File: src/rtl/lr_car_detector.sv
// lr_car_detector
// Debounced local-road vehicle detector. Two loop sensors (entry before the
// stop line, exit past it) are synchronized and debounced. A filtered rising
// edge on entry counts a car in and one on exit counts a car out. The queue
// count and a "has car" flag go to the traffic light controller.
//
// Optional feature: define LR_CAR_DETECTOR_WATCHDOG_EN to enable a
// stuck-entry-sensor watchdog. It raises a sticky sensor_fault once the
// filtered entry level has been high for 255 consecutive cycles. Without the
// macro, sensor_fault is tied low.
//
// Parameters:
//   DEBOUNCE      consecutive stable synced cycles before a filtered level
//                 changes (2..15)
// Ports:
//   clk           system clock, rising edge
//   rst_n         synchronous active-low reset
//   entry_raw     asynchronous entry loop sensor, 1 = vehicle present
//   exit_raw      asynchronous exit loop sensor, 1 = vehicle present
//   lr_has_car    car_count != 0 or sensor_fault (combinational)
//   car_count     vehicles queued between the loops, saturating 0..15
//   arrive        one-cycle pulse per accepted arrival
//   depart        one-cycle pulse per accepted departure
//   sensor_fault  sticky stuck-entry flag
module lr_car_detector #(
  parameter int unsigned DEBOUNCE = 4
) (
  input  logic       clk,
  input  logic       rst_n,
  input  logic       entry_raw,
  input  logic       exit_raw,
  output logic       lr_has_car,
  output logic [3:0] car_count,
  output logic       arrive,
  output logic       depart,
  output logic       sensor_fault
);

  localparam logic [3:0] DC_LAST = 4'(DEBOUNCE - 1);

  // Bit 0 is the entry sensor and bit 1 is the exit sensor.
  logic [1:0] raw;
  logic [1:0] sync1;
  logic [1:0] sync2;
  logic [1:0] filt;
  logic [1:0] settle;
  logic [1:0] rise;
  logic [3:0] dc [2];

  assign raw = {exit_raw, entry_raw};

  // settle marks the edge on which filt takes the synced level. rise is the
  // 0->1 subset of those edges, so the count updates on the same edge as filt.
  assign settle = (sync2 ^ filt) & {dc[1] == DC_LAST, dc[0] == DC_LAST};
  assign rise   = settle & sync2;

  always_ff @(posedge clk) begin
    if (!rst_n) begin
      sync1 <= '0;
      sync2 <= '0;
      filt  <= '0;
      dc[0] <= '0;
      dc[1] <= '0;
    end else begin
      sync1 <= raw;
      sync2 <= sync1;
      for (int unsigned i = 0; i < 2; i++) begin
        if (sync2[i] == filt[i]) begin
          dc[i] <= '0;
        end else if (settle[i]) begin
          filt[i] <= sync2[i];
          dc[i]   <= '0;
        end else begin
          dc[i] <= dc[i] + 4'd1;
        end
      end
    end
  end

  always_ff @(posedge clk) begin
    if (!rst_n) begin
      car_count <= '0;
      arrive    <= 1'b0;
      depart    <= 1'b0;
    end else begin
      arrive <= rise[0];
      depart <= rise[1];
      unique case (rise)
        2'b01: if (car_count != '1) car_count <= car_count + 4'd1;
        2'b10: if (car_count != '0) car_count <= car_count - 4'd1;
        default: car_count <= car_count;
      endcase
    end
  end

`ifdef LR_CAR_DETECTOR_WATCHDOG_EN
  logic [7:0] wd;

  always_ff @(posedge clk) begin
    if (!rst_n) begin
      wd           <= '0;
      sensor_fault <= 1'b0;
    end else begin
      if (!filt[0]) begin
        wd <= '0;
      end else if (wd != '1) begin
        wd <= wd + 8'd1;
      end
      if (filt[0] && (wd == 8'd254)) begin
        sensor_fault <= 1'b1;
      end
    end
  end
`else
  assign sensor_fault = 1'b0;
`endif

  assign lr_has_car = (car_count != '0) | sensor_fault;

endmodule

File: config.mk
export PLATFORM = sky130hd
export DESIGN_NAME = lr_car_detector
export DESIGN_NICKNAME = d
export VERILOG_FILES = /design/src/rtl/lr_car_detector.sv
export SDC_FILE = /design/constraint.sdc
export NUM_CORES = 1
export LEC_CHECK = 0
export ABC_CLOCK_PERIOD_IN_PS = 3400
export CAP_MARGIN = 0
export CORE_ASPECT_RATIO = 0.9
export CORE_MARGIN = 10
export CORE_UTILIZATION = 35
export DETAILED_ROUTE_END_ITERATION = 7
export PLACE_DENSITY = 0.62
export SYNTH_ARGS = -nofsm -noshare
export SYNTH_HDL_FRONTEND = slang
export SYNTH_SLANG_ARGS = --single-unit
File: constraint.sdc
create_clock -name clk -period 3.4 [get_ports clk]
set_clock_uncertainty 0.2 [all_clocks]
set_input_delay 0.68 -clock clk [delete_from_list [all_inputs] [get_ports clk]]
set_output_delay 0.68 -clock clk [all_outputs]
set_load 0.05 [all_outputs]
==> metrics.cfg <==
[yosys]
synth_cells=86
avgSynthCellArea_um2=11.2
ys_top_cells_by_area=dfxtp_1, edfxtp_1, mux2i_1
synth_area_leader_cell=dfxtp_1
synth_top_area_share_pct=25.0
yosysWarnings=0
synth_seq_area_share_pct=50.0
ys_seq_elements=20
syn_area_um2=961
synth.distinct_cells=32

[finish]
fin_cells=132
area_growth_pct=17.4
n_antenna_cell=0
fillCellCount=253
final_nets=112
drive_gt1_share_pct=10.6
fin_util_pct=44.6

[setup_path]
rrSetupSlack_ns=0.85
startpoint=car_count[1]
required_ns=2.52
crit_fanout=8
rr_startpoint=dc[0][0]
critPathArrivalTime_ns=1.98
crit_path_end_kind=primary output
crit_type=register to primary output
startpoint_type=register

[detailed_routing]
routedWlPerCell_um=11.8
wirelength_mm=1.55
via_count=610
ant_nets=0
vias_per_cell=4.62
first_iter_violations=8
dr.pass1.iters=4
drc=0

[timing]
setup_viol=0
setup_tns_ns=0
relSlewSlack_pct=66.1
fmax_mhz=349
hold_slack_ns=0.237
rsz0062_at_grt=no
drv_slew=0
fin_crit_ns=2.86
finalHoldViolations=0
worst_pin_slew_ns=0.507
fin_crit_sh_pct=84.2

[clock_network]
insertion_delay_ns=0.29
root_buffer=clkbuf_4
cts-resized-gates=0
tritoncts=built
htree_levels=1
cts_buffers=3
cts.sinks=20
ctsHoldBuffers=0
post-cts-setup-buffer-count=0
cts_buffer_depth=2
clkTransAtPathRegs_ns=0.11

[floorplan]
ios=12
die_area_um2=5240
core.rowCount=17
initial_core_util_pct=38.0
core_um2=2530
fp.dieH_um=69.7
die_x_um=75.2

[flow_run]
maxCapViolCount=0

[global_routing]
grt_first_pass_wirelength_mm=2.59
grt_max_degree=14
grt_pass1_vias=592
antenna_found_initial=0
overflow=0
grt.total_usage_pct=6.46

[hold_path]
hold_start=sync1[1]
worstHoldPathType=register to register

[place]
gp_congestion=0.677
dpl.cell_count=128
port-buffer-count=10
dp_hpwl_mm=1.19

[run_status]
status=completed

[power_and_ir_drop]
ir_worst_vdd_uv=223
totalPowerFinal_mw=0.401
power_density_nw_per_um2=355
p_leak_nw=0.461

[cell usage in the layout, fill, tap and decap left out, types with 4 or more instances in the layout]
cell type,netlist,layout
dfxtp_1,12,12
nor2_1,10,10
clkdlybuf4s50_1,0,10
conb_1,2,9
edfxtp_1,8,8
mux2i_1,5,5
and2_1,5,5
xor2_1,4,4
nand2_1,4,4
[path summary, 6_finish.rpt]
kind,depth (start not counted),end
worst max-delay path,2,lr_has_car
worst min-delay path,1,sync2[1]
worst max register to register,8,car_count[2]
worst min register to register,1,sync2[1]
[kinds of logic after synthesis]
kind of cell	synth area share (%)
AO/OA/AOI/OAI	8.98
XOR/XNOR	6.38
buffers and inverters	4.04
flip-flops	50.0
multiplexers	5.21
AND/OR/NAND/NOR	20.7
adder cells (fa/ha/maj)	3.91
other	0.782
[critical path, cell delays in order (launching register included)]
cell	delay (ns)
dfxtp_1	0.39
or4_4	0.57
clkdlybuf4s50_1	0.73
[metrics by stage]
stage | area [µm²] | setup WS (ns)
3_3_place_gp | 1100 | 0.879
6_report | 1130 | 0.538
4_1_cts | 1130 | 0.518
3_5_place_dp | 1100 | 0.858
5_1_grt | 1130 | 0.453
2_1_floorplan | 987 | 1.04
[layout make-up]
| class | instances | area (µm²) | area share (%) |
|---|---|---|---|
| Multi-Input combinational cell | 66 | 468 | 41.5 |
| Timing Repair Buffer | 11 | 108 | 9.53 |
| Sequential cell | 20 | 480 | 42.6 |
| Inverter | 3 | 11.3 | 0.998 |
| Tap cell | 28 | 35.0 | 3.10 |
| Clock buffer | 4 | 26.3 | 2.33 |
[routing by layer]
metal | up-vias | part of all wire (%) | wire, µm | GRT usage, %
met5 | - | 0 | 0 | 0
met4 | 0 | 1.2 | 18 | 2.45
met3 | 2 | 9.6 | 149 | 4.85
met2 | 13 | 44 | 680 | 9.55
met1 | 277 | 45 | 703 | 6.79
li1 | 318 | - | - | -
[registers in the layout, summed over array words and instances, names as in the netlist]
| register | cells |
|---|---|
| depart | 1 |
| dc | 8 |
| sync2 | 2 |
| arrive | 1 |
| filt | 2 |
| sync1 | 2 |
| car_count | 4 |
[report_power, final]
part           switching [mW]  total, mW  leakage [nW]  internal, mW
Sequential            0.00441      0.260         0.180         0.256
Combinational          0.0154     0.0267         0.266        0.0113
Clock                  0.0685      0.114        0.0150        0.0456
Total                  0.0883      0.401         0.461         0.313
[synthesized netlist by cell type, drive strengths merged]
master	count
a211oi	1
a21bo	1
a21oi	1
a22oi	2
and2	5
and3	1
buf	2
clkbuf	2
conb	2
dfxtp	12
edfxtp	8
ha	3
inv	3
mux2i	5
nand2	4
nand2b	3
nand3	3
nand4	2
nor2	10
nor2b	1
nor3	2
nor3b	2
o211a	1
or3	1
or3b	1
or4	1
xnor2	3
xor2	4
No activity file was read; power rests on OpenSTA's default activity.
